File: config.mk
export PLATFORM = sky130hd
export DESIGN_NAME = axis_packet_fifo
export DESIGN_NICKNAME = d
export VERILOG_FILES = /design/src/rtl/axis_packet_fifo.sv
export SDC_FILE = /design/constraint.sdc
export NUM_CORES = 1
export LEC_CHECK = 0
export BUFFER_PORTS_ARGS = -buffer_cell sky130_fd_sc_hd__clkbuf_2
export CORE_MARGIN = 1
export CORE_UTILIZATION = 27
export DETAILED_ROUTE_END_ITERATION = 10
export PLACE_DENSITY = 0.48
export SKIP_CTS_REPAIR_TIMING = 1
export SYNTH_ARGS = -nofsm -noshare
export SYNTH_HDL_FRONTEND = slang
export SYNTH_SLANG_ARGS = --single-unit
export TNS_END_PERCENT = 20
File: constraint.sdc
create_clock -name aclk -period 6.6 [get_ports aclk]
set_input_delay 1.32 -clock aclk [delete_from_list [all_inputs] [get_ports aclk]]
set_output_delay 1.32 -clock aclk [all_outputs]
set_load 0.01 [all_outputs]
File: src/rtl/axis_packet_fifo.sv
// rtl/axis_packet_fifo.sv - AXI4-Stream FIFO with optional store-and-forward packet mode
//
// Purpose:
//    Buffers an AXI4-Stream link of DATA_W bits with TKEEP/TLAST sideband.
//    PACKET_MODE=0 forwards beats as soon as they are stored (cut-through).
//    PACKET_MODE=1 only presents beats once a whole packet is stored, unless
//    a packet larger than the FIFO fills it, in which case it drains in
//    cut-through until that packet's TLAST leaves.
//
// Ports:
//    aclk, areset          clock, asynchronous active-high reset
//    s_axis_*              input stream (tdata, tkeep, tlast, tvalid, tready)
//    m_axis_*              output stream (tdata, tkeep, tlast, tvalid, tready)
//    occupancy             beats stored, including the one on m_axis
//    pkt_count             TLAST beats currently stored

module axis_packet_fifo #(
   parameter int DATA_W      = 8,
   parameter int DEPTH       = 16,
   parameter int PACKET_MODE = 0
) (
   input  logic                       aclk,
   input  logic                       areset,
   input  logic [DATA_W-1:0]          s_axis_tdata,
   input  logic [DATA_W/8-1:0]        s_axis_tkeep,
   input  logic                       s_axis_tlast,
   input  logic                       s_axis_tvalid,
   output logic                       s_axis_tready,
   output logic [DATA_W-1:0]          m_axis_tdata,
   output logic [DATA_W/8-1:0]        m_axis_tkeep,
   output logic                       m_axis_tlast,
   output logic                       m_axis_tvalid,
   input  logic                       m_axis_tready,
   output logic [$clog2(DEPTH):0]     occupancy,
   output logic [$clog2(DEPTH):0]     pkt_count
);

   localparam int  KW  = DATA_W / 8;
   localparam int  AW  = $clog2(DEPTH);
   localparam int  PW  = AW + 1;
   localparam int  EW  = DATA_W + KW + 1;
   localparam bit  CUT = (PACKET_MODE == 0);

   // Entry layout: {tdata, tkeep, tlast}
   logic [EW-1:0] mem_q [DEPTH];
   logic [EW-1:0] mem_d [DEPTH];

   logic [PW-1:0] wptr_q, wptr_d;
   logic [PW-1:0] rptr_q, rptr_d;
   logic [PW-1:0] pkt_q, pkt_d;
   logic [EW-1:0] out_q, out_d;
   logic          out_valid_q, out_valid_d;
   logic          ovf_q, ovf_d;
   logic          rdy_en_q, rdy_en_d;

   logic [PW-1:0] occ;
   logic          full;
   logic          push;
   logic          pop;
   logic [EW-1:0] in_entry;

   // Status and handshakes decode from registered state only.
   always_comb begin
      occ           = wptr_q - rptr_q;
      full          = (occ == PW'(DEPTH));
      // rdy_en_q keeps tready low during reset and lets it rise on the
      // first edge after release.
      s_axis_tready = rdy_en_q & ~full;
      m_axis_tvalid = out_valid_q & (CUT | (pkt_q != '0) | ovf_q);
      push          = s_axis_tvalid & s_axis_tready;
      pop           = m_axis_tvalid & m_axis_tready;
      in_entry      = {s_axis_tdata, s_axis_tkeep, s_axis_tlast};
   end

   assign m_axis_tdata = out_q[EW-1 -: DATA_W];
   assign m_axis_tkeep = out_q[KW:1];
   assign m_axis_tlast = out_q[0];
   assign occupancy    = occ;
   assign pkt_count    = pkt_q;

   // The output register is a copy of the entry at rptr; that entry stays
   // in memory until popped, so occupancy naturally includes it.
   always_comb begin
      mem_d = mem_q;
      if (push) begin
         mem_d[wptr_q[AW-1:0]] = in_entry;
      end

      wptr_d      = wptr_q + PW'(push);
      rptr_d      = rptr_q + PW'(pop);
      out_valid_d = (wptr_d != rptr_d);

      // Refill the output stage with the new head whenever it is empty or
      // being consumed. If the new head is the beat being written this very
      // cycle, take it straight from the input for single-cycle latency.
      out_d = out_q;
      if ((!out_valid_q || pop) && out_valid_d) begin
         if (rptr_d == wptr_q) begin
            out_d = in_entry;
         end else begin
            out_d = mem_q[rptr_d[AW-1:0]];
         end
      end

      pkt_d = pkt_q + PW'(push & s_axis_tlast) - PW'(pop & m_axis_tlast);

      // An oversized packet fills the FIFO with no TLAST stored; draining it
      // in cut-through is the only way forward.
      ovf_d = ovf_q;
      if (!CUT && full && (pkt_q == '0)) begin
         ovf_d = 1'b1;
      end
      if (pop && m_axis_tlast) begin
         ovf_d = 1'b0;
      end

      rdy_en_d = 1'b1;
   end

   always_ff @(posedge aclk or posedge areset) begin
      if (areset) begin
         wptr_q      <= '0;
         rptr_q      <= '0;
         pkt_q       <= '0;
         out_q       <= '0;
         out_valid_q <= 1'b0;
         ovf_q       <= 1'b0;
         rdy_en_q    <= 1'b0;
      end else begin
         wptr_q      <= wptr_d;
         rptr_q      <= rptr_d;
         pkt_q       <= pkt_d;
         out_q       <= out_d;
         out_valid_q <= out_valid_d;
         ovf_q       <= ovf_d;
         rdy_en_q    <= rdy_en_d;
      end
   end

   // Storage contents need no reset; the pointers define what is valid.
   always_ff @(posedge aclk) begin
      mem_q <= mem_d;
   end

endmodule

==> impl_results.md, run 1 <==
- Reg area: 0.00548 mm^2
- Syn Inst Count: 405
- Overall power: 4620 uW
- Area growth syn-to-layout: 17.6%
- Gr usage total: 0.127
- Post-synth ARST share: 0.144
- Worst skew pair latency: 0.43 ns
- Pwr dens: 500 mW/mm^2
- Mapped Nets: between 400 and 500
- Yosys Warn Count: 0
- Mapped Area: 0.00787 mm^2
- Die Width: 173 um
- Cell Chain, Critical Path: inv_1 -> ha_1 -> fa_1 -> inv_1 -> or3_1 -> o311ai_4 -> inv_1 -> ha_1 -> ha_1 -> nand3_1 -> xnor2_1 -> xnor2_1 -> nor2_1 -> a21oi_4 -> mux2_4
- Antenna cells: 0
- Critical Path AT: 5.31 ns
- Vias in the first global route: slightly above 4k
- Tmin final: between 4 and 5 ns
- Placed Cells: 826
- Yosys top cell by area: edfxtp_1
- GRT overflow: 0
- Leakage: 0.00324 uW
- Status: complete, no violations
- Commonest cells post-synth: edfxtp_1, mux4_2, mux2i_1
- I/O Buffers: 35
- Layout cells sized above 1: 0.365
- Slew headroom: 0.270
- CTS tree: yes
- Pre-CTS WS: 1.60 ns
- GPL Wtd Cong: 0.737
- Starting Density: 0.274
- Vias: 3930
- Ys flop type: edfxtp_1
- Yosys reg bits: 187
- Required @ worst endpoint: roughly 6.9 ns
- HPWL Detailed: 10600 um
- Synth Area per Inst: 19.4 um^2
- Maxcap violations: 0
- Io pins: 36
- Initial DRC Count: 321
- Hold_ws: 0.518 ns
- Clk root buf: clkbuf_16
- Final setup margin: 1.60 ns
- Core area: 0.0287 mm^2
- Critical path class: flip-flop to flip-flop
- Drt wl/cell: 20.9 um
- Largest stage delay on the critical path: between 0.9 and 1 ns
- Vias/cell: 4.58
- Maximum buffer depth of the clock tree: 2
- Max VDD drop: roughly 0.19 mV
- RSZ-0062 raised after global routing: false
- Largest net degree at the start of global routing: 30
- Clk slew on worst S/H paths: 0.07 ns
- TritonCTS Buffers: 17
- Setup tns final: 0 ns
- Min-delay worst type: flip-flop to flip-flop
- Worst setup SP type: flip-flop
- Antenna viol nets, final: 0
- Worst path slowest cell: o311ai_4
- Initial antenna violation count: 0
- Setup crit end kind: flip-flop
- Final setup fails: 0
- Post-synthesis cell type count: 34
- Layout Skew: 0.00663 ns
- Fraction of the cycle the final worst path needs: 0.757
- Max Slew Vio Count: 0
- Area of the multi-input gates: 0.00230 mm^2
- Number of flops mapped to enable cells by yosys: 160
- Final hold vios: 0
- Final Non-Filler Cells: 858
- Most common cell in the netlist: edfxtp_1
- Nets: 490
- First-pass GRT wire length: 27100 um
- Die Span Y: 173 um
- Fillers: ~2.8k
- Maximum fanout along the worst path: 17
- Least-Margin Pin Slew: 1.09 ns
- Register area share after synthesis: 0.697
- CTS Sinks: 187
- CTS H-Tree Depth: 4
- Drt pass-1 iters: 4
- Fmax achieved: ~0.20 GHz
- Synth top area share: 0.611
- Detailed Route WL: 17900 um
- Area contributors post-synth: edfxtp_1, mux4_2, dfrtp_1
- Row cnt: 62
- Drt drc: 0
- Die ar.: 0.0298 mm^2
## stage by stage
step | utilization | cell area [um^2]
6_report | 0.322 | 9250
5_1_grt | 0.322 | 9250
4_1_cts | 0.322 | 9250
3_5_place_dp | 0.302 | 8670
3_3_place_gp | 0.302 | 8670
2_1_floorplan | - | 7870
## worst paths after layout
| kind | start | to | slack [ns] | cells past startpoint |
|---|---|---|---|---|
| max | wptr_q[0]$_DFF_PP0_ | out_q[7]$_DFFE_PP0P_ | 1.60 | 15 |
| min | pkt_count[0]$_DFF_PP0_ | pkt_count[0]$_DFF_PP0_ | 0.52 | 1 |
| max reg2reg | wptr_q[0]$_DFF_PP0_ | out_q[7]$_DFFE_PP0P_ | 1.60 | 15 |
| min reg2reg | pkt_count[0]$_DFF_PP0_ | pkt_count[0]$_DFF_PP0_ | 0.52 | 1 |
| max in group asynchronous | areset | out_q[1]$_DFFE_PP0P_ | 5.15 | 2 |
| min in group asynchronous | areset | out_q[3]$_DFFE_PP0P_ | 0.98 | 2 |
## layout by cell type, fill, tap and decap left out, types with 3 or more instances in the layout
cell type	netlist	routed
xor2_1	12	11
mux2_4	10	10
mux4_2	40	40
nor4_2	0	6
a21o_1	4	4
inv_1	21	20
mux2_2	10	10
nor3_2	0	9
dfrtp_1	27	27
clkbuf_2	0	35
clkbuf_16	0	17
edfxtp_1	160	160
clkinvlp_4	0	3
nand3_1	4	4
nand2_1	5	5
a21oi_1	4	4
inv_6	0	7
mux2i_1	30	30
buf_4	0	20
ha_1	13	11
xnor2_1	11	11
## sequential cells by signal, summed over array words and instances (netlist names)
signal and cells:
rptr_q 5, m_axis_tvalid 1, out_q 10, mem_q 160, rdy_en_q 1, wptr_q 5
pkt_count 5
## power breakdown
part / internal (uW) / switching [uW]
Sequential: 1430 / 132
Combinational: 1020 / 1040
Clock: 534 / 467
Total: 2980 / 1640
## area by class of cell
cell class / instances / share of cell area
clock buffer: 17 / 0.0460
clock inverter: 15 / 0.0168
inverter: 22 / 0.00893
multi-input combinational: 178 / 0.249
sequential: 187 / 0.592
tap: 384 / 0.0519
timing repair buffer: 55 / 0.0352
## cell families (layout without fill, tap and decap cells)
group                      count (synthesis)  after routing  synth area share
DFF                                      187            187             0.697
buffers and inverters                     40            109            0.0242
adders and majority gates                 15             15            0.0258
other                                      1              1          0.000477
muxes                                     90             90             0.186
AOI/OAI and AO/OA                         11             11            0.0116
and+or+nand+nor                           37             37            0.0259
xor gates and xnor gates                  24             24            0.0291
## metal layers
layer	global-route usage	part of all wire
met2	0.203	0.48
met4	0.0465	0.017
met1	0.170	0.46
met3	0.0277	0.040
met5	0	0
## worst max-delay path, delay by kind of cell, from the launching register on
| family | cells | cell delay (ns) |
|---|---|---|
| AND/OR/NAND/NOR | 3 | 0.64 |
| XOR/XNOR | 2 | 0.31 |
| AO/OA/AOI/OAI | 2 | 1.53 |
| adder cells (fa/ha/maj) | 4 | 1.19 |
| flip-flops | 1 | 0.57 |
| buffers and inverters | 3 | 0.29 |
| multiplexers | 1 | 0.35 |
No activity file was read; power rests on OpenSTA's default activity.
==> run 2, diff against run 1 <==
==> constraint.sdc (replaced) <==
create_clock -name aclk -period 5.05 [get_ports aclk]
set_input_delay 1.01 -clock aclk [delete_from_list [all_inputs] [get_ports aclk]]
set_output_delay 1.01 -clock aclk [all_outputs]
set_load 0.01 [all_outputs]
==> run 2 against run 1 <==
Non-clock buffer count increased by 2. Die area stayed put. Total power up 32%. Global-route usage decreased by 0.22 points. Routed wire length down 2.0%. First-iteration DRC count decreased by 4.4%.
==> impl_results.md, run 2 (synthesis gave the netlist of run 1 again) <==
- Status: complete, no violations
- Tmin final: 4.09 ns
- Slew headroom: 0.268
- I/O Buffers: 35
- Fin util: 0.323
- R2R depth: 15
- Worst skew pair latency: 0.43 ns
- Drt drc: 0
- Pwr dens: approximately 660 mW/mm^2
- GR Util met2: 0.211
- Grt peak-use layer: met2
- Die Span Y: 173 um
- Initial antenna violation count: 0
- Setup tns final: 0 ns
- Worst setup SP type: flip-flop
- Grt met3 use: 0.0244
- Hold_ws: 0.507 ns
- GPL Wtd Cong: 0.743
- Vias: 3849
- CTS tree: yes
- Top Registers: mem_q (160), out_q (10)
- RSZ-0062 raised after global routing: false
- Die Width: approximately 170 um
- Fillers: about 2.8k
- GRT overflow: 0
- Clk slew on worst S/H paths: 0.07 ns
- Max FFs per register: 160
- Initial DRC Count: 307
- Fmax achieved: between 0.2 and 0.25 GHz
- Final setup fails: 0
- Vias/cell: 4.48
- Core area: 0.0287 mm^2
- Starting Density: 0.274
- Worst Hold Launch: pkt_count[0]$_DFF_PP0_
- Layout Skew: between 0.01 and 0.015 ns
- Detailed Route WL: around 18000 um
- Area growth syn-to-layout: 18.0%
- Clk root buf: clkbuf_16
- Nets: 492
- Worst R2R End: out_q[0]$_DFFE_PP0P_
- Final hold vios: 0
- Largest Register: mem_q
- TritonCTS Buffers: 17
- Die ar.: 0.0298 mm^2
- Placed Cells: a little over 800
- Largest net degree at the start of global routing: 33
- Maxcap violations: 0
- Most common cell after layout, fill and taps aside: edfxtp_1
- Crit path from: wptr_q[0]$_DFF_PP0_
- Drt wl/cell: 20.4 um
- Drt pass-1 iters: 4
- Fraction of the cycle the final worst path needs: 0.810
- Critical path class: flip-flop to flip-flop
- Maximum buffer depth of the clock tree: 2
- Critical Path AT: about 4.4 ns
- Layout cells sized above 1: 0.363
- Overall power: 6110 uW
- Row cnt: 62
- CTS Sinks: 187
- Least-Margin Pin Slew: 1.10 ns
- CP Capture Point: out_q[0]$_DFFE_PP0P_
- Area of the multi-input gates: 0.00230 mm^2
- Setup crit end kind: flip-flop
- R2R setup slack: a little under 1 ns
- HPWL Detailed: 10800 um
- First-pass GRT wire length: about 27000 um
- Antenna viol nets, final: 0
- Gr usage total: 0.125
- Io pins: 36
- Most frequent cells in the layout: edfxtp_1, mux4_2, clkbuf_2
- Reg area: between 0.005 and 0.006 mm^2
- Required @ worst endpoint: ~5.4 ns
- Maximum fanout along the worst path: 10
- Leakage: about 0.0033 uW
- Final Non-Filler Cells: 860
- CTS H-Tree Depth: 4
- Min-delay worst type: flip-flop to flip-flop
- Reg2reg start: wptr_q[0]$_DFF_PP0_
- Max Slew Vio Count: 0
- Max VDD drop: 0.281 mV
- Grt met1 use: 0.158
- Vias in the first global route: 4197
- Antenna cells: 0
==> run 2: final cells by class <==
cell class              count  share of cell area
clock inverters            15              0.0174
well taps                 384              0.0518
flip-flops and latches    187               0.590
clock buffers              17              0.0458
repair buffers             57              0.0380
inverters                  22             0.00890
multi-input cells         178               0.248
==> run 2: how the worst min path moves through the flow <==
stage                                        end  slack [ns]  cells past startpoint
after CTS                 pkt_count[0]$_DFF_PP0_        0.51                      1
after detailed placement  pkt_count[0]$_DFF_PP0_        0.50                      1
after floorplan              rptr_q[0]$_DFF_PP0_        0.50                      1
final                     pkt_count[0]$_DFF_PP0_        0.51                      1
after global routing        out_q[7]$_DFFE_PP0P_        0.54                      1
after global placement    pkt_count[0]$_DFF_PP0_        0.48                      1
==> run 2: per-stage QoR <==
stage,area [um^2],setup slack (ns)
floorplan,7870,0.775
global placement,8700,1.07
detailed placement,8700,0.994
CTS,9280,0.959
global route,9280,0.763
finish,9280,0.962
==> run 2: layer usage <==
| layer | up-vias | wire, um |
|---|---|---|
| met5 | - | 0 |
| met4 | 0 | 412 |
| met3 | 19 | 455 |
| met2 | 73 | 8690 |
| met1 | 2054 | 7990 |
| li1 | 1703 | - |
==> run 2: worst max-delay path, stage by stage (launching register included) <==
cell	delay (ns)
dfrtp_1	0.55
inv_1	0.12
ha_1	0.25
fa_1	0.48
inv_1	0.05
or3_1	0.43
o311ai_4	0.32
inv_1	0.07
ha_1	0.20
ha_1	0.21
nand3_1	0.11
xnor2_1	0.17
xnor2_1	0.15
nor2_1	0.10
a21oi_4	0.42
mux2_4	0.34
==> run 2: where the power goes <==
part / switching, uW / internal [uW] / leakage [uW] / total [uW]
clock network: 616 / 699 / 0.000286 / 1320
logic: 1400 / 1350 / 0.00122 / 2760
registers: 166 / 1870 / 0.00176 / 2040
total: 2190 / 3920 / 0.00326 / 6110
==> run 3, diff against run 2 <==
--- a/config.mk
+++ b/config.mk
@@ -9,7 +9,7 @@
 export CORE_MARGIN = 1
 export CORE_UTILIZATION = 27
 export DETAILED_ROUTE_END_ITERATION = 10
-export PLACE_DENSITY = 0.48
+export PLACE_DENSITY = 0.5
 export SKIP_CTS_REPAIR_TIMING = 1
 export SYNTH_ARGS = -nofsm -noshare
 export SYNTH_HDL_FRONTEND = slang
==> constraint.sdc (replaced) <==
create_clock -name aclk -period 3.6 [get_ports aclk]
set_input_delay 0.72 -clock aclk [delete_from_list [all_inputs] [get_ports aclk]]
set_output_delay 0.72 -clock aclk [all_outputs]
set_load 0.01 [all_outputs]
==> run 3 against run 2 <==
Sequential cell count did not move. Register-to-register slack got worse by 0.81 ns. Routed wire length fell by 0.62%. Combinational power rose by 53%. Clock skew rose by 0.0028 ns. Critical endpoint is now out_q[9]$_DFFE_PP0P_. Die area did not move. Global-route usage fell by 0.14 points. Sequential power rose by 36%. Total power rose by 44%. Fmax rose by 18%. Cell count rose by 0.93%. First-iteration DRC count did not move.
==> impl_results.md, run 3 (synthesis gave the netlist of run 1 again) <==
- Clk slew on worst S/H paths: ~0.07 ns
- Antenna cells: 0
- Die Span Y: 173 um
- Largest Register: mem_q
- Largest net degree at the start of global routing: 34
- CTS H-Tree Depth: 4
- Most common cell after layout, fill and taps aside: edfxtp_1
- Cell Chain, Critical Path: inv_4 -> ha_4 -> fa_2 -> inv_2 -> or3_4 -> o311ai_4 -> inv_2 -> ha_2 -> ha_4 -> nand3_2 -> xnor2_2 -> xnor2_2 -> nor2_2 -> a21oi_4 -> buf_12 -> mux2_4
- Pwr dens: 934 mW/mm^2
- Design area: 0.00944 mm^2
- Maximum buffer depth of the clock tree: 2
- CTS Sinks: 187
- Layout Skew: 0.0134 ns
- Vias/cell: 4.53
- Tmin final: between 3 and 4 ns
- Drt pass-1 iters: 6
- Fraction of the cycle the final worst path needs: 0.959
- Die Width: about 170 um
- Vias: roughly 4k
- P_sw: 3140 uW
- Fmax achieved: 0.290 GHz
- Area after DPL: 0.00883 mm^2
- CTS tree: yes
- Max FFs per register: 160
- GRT overflow: 0
- Required @ worst endpoint: 3.91 ns
- I/O Buffers: 35
- Critical path class: flip-flop to flip-flop
- Sequential Power Share: 0.315
- Nets: 500
- Drt drc: 0
- Worst skew pair latency: roughly 0.44 ns
- Detailed Route WL: approximately 17000 um
- Worst path buffer plus inverter count: 4
- Starting Density: 0.274
- Maximum fanout along the worst path: 10
- Antenna viol nets, final: 0
- Final hold vios: 0
- Setup crit end kind: flip-flop
- Maxcap violations: 0
- Vias in the first global route: between 4k and 5k
- Initial antenna violation count: 0
- Clock share of power: 0.205
- GPL Wtd Cong: 0.742
- Switching share of total power: 0.356
- Max Slew Vio Count: 0
- Placed Cells: roughly 840
- Final Non-Filler Cells: 868
- Io pins: 36
- Pre-CTS WS: -0.0340 ns
- Min-delay worst type: flip-flop to flip-flop
- Drt wl/cell: 20.1 um
- Most frequent cells in the layout: edfxtp_1, mux4_2, clkbuf_2
- HPWL Detailed: between 10000 and 15000 um
- Status: complete, no violations
- Die ar.: 0.0298 mm^2
- Row cnt: 62
- Clk root buf: clkbuf_16
- Worst path slowest cell: fa_2
- First-pass GRT wire length: 26400 um
- Area growth syn-to-layout: 20.0%
- Internal power: 5670 uW
- RSZ-0062 raised after global routing: false
- Comb pwr share: 0.480
- Final setup margin: 0.147 ns
- Final setup fails: 0
- Worst setup SP type: flip-flop
- Slew headroom: 0.302
- Initial DRC Count: between 300 and 400
- Least-Margin Pin Slew: about 1.0 ns
- Leakage: between 0.003 and 0.004 uW
- Largest stage delay on the critical path: 0.52 ns
- Core area: 0.0287 mm^2
- TritonCTS Buffers: 17
- Critical Path AT: about 3.8 ns
- Layout cells sized above 1: 0.405
- Crit path max-delay family: adder cells
- Max VDD drop: 0.394 mV
- Top Registers: mem_q (160), out_q (10)
- Gr usage total: 0.124
## run 3: worst paths after layout
kind,start,end,slack (ns),cells after the start
max in group asynchronous,areset,rptr_q[2]$_DFF_PP0_,2.37,2
min reg2reg,pkt_count[0]$_DFF_PP0_,pkt_count[0]$_DFF_PP0_,0.51,1
max,wptr_q[0]$_DFF_PP0_,out_q[9]$_DFFE_PP0P_,0.15,16
min in group asynchronous,areset,pkt_count[1]$_DFF_PP0_,0.53,2
max reg2reg,wptr_q[0]$_DFF_PP0_,out_q[9]$_DFFE_PP0P_,0.15,16
min,pkt_count[0]$_DFF_PP0_,pkt_count[0]$_DFF_PP0_,0.51,1
## run 3: metal layers
metal  share of wire  track usage
met5               0            0
met4           0.022       0.0524
met3           0.032       0.0244
met2            0.48        0.193
met1            0.46        0.168
## run 3: per-stage QoR
step	hold slack, ns	power [uW]	utilization	TNS [ns]
2_1_floorplan	0.535	5850	-	-1.86
3_3_place_gp	0.486	7010	0.308	0
3_5_place_dp	0.500	7070	0.308	-0.308
4_1_cts	0.515	8900	0.327	-0.637
5_1_grt	0.541	9350	0.329	0
6_report	0.507	8810	0.329	0
## run 3: cell type report
cell class	count	area, um^2
clock inverters	14	138
repair buffers	65	438
inverters	22	85.1
multi-input cells	178	2380
flip-flops and latches	187	5480
clock buffers	18	429
well taps	384	480
fillers	2795	19300
## run 3: power groups by stage
stage | clock network, uW | registers [uW] | logic [uW]
final | 1810 | 2780 | 4230
after CTS | 1850 | 2780 | 4270
after global routing | 1930 | 2810 | 4620
after detailed placement | 0 | 2830 | 4240
after global placement | 0 | 2810 | 4200
after floorplan | 0 | 2830 | 3010
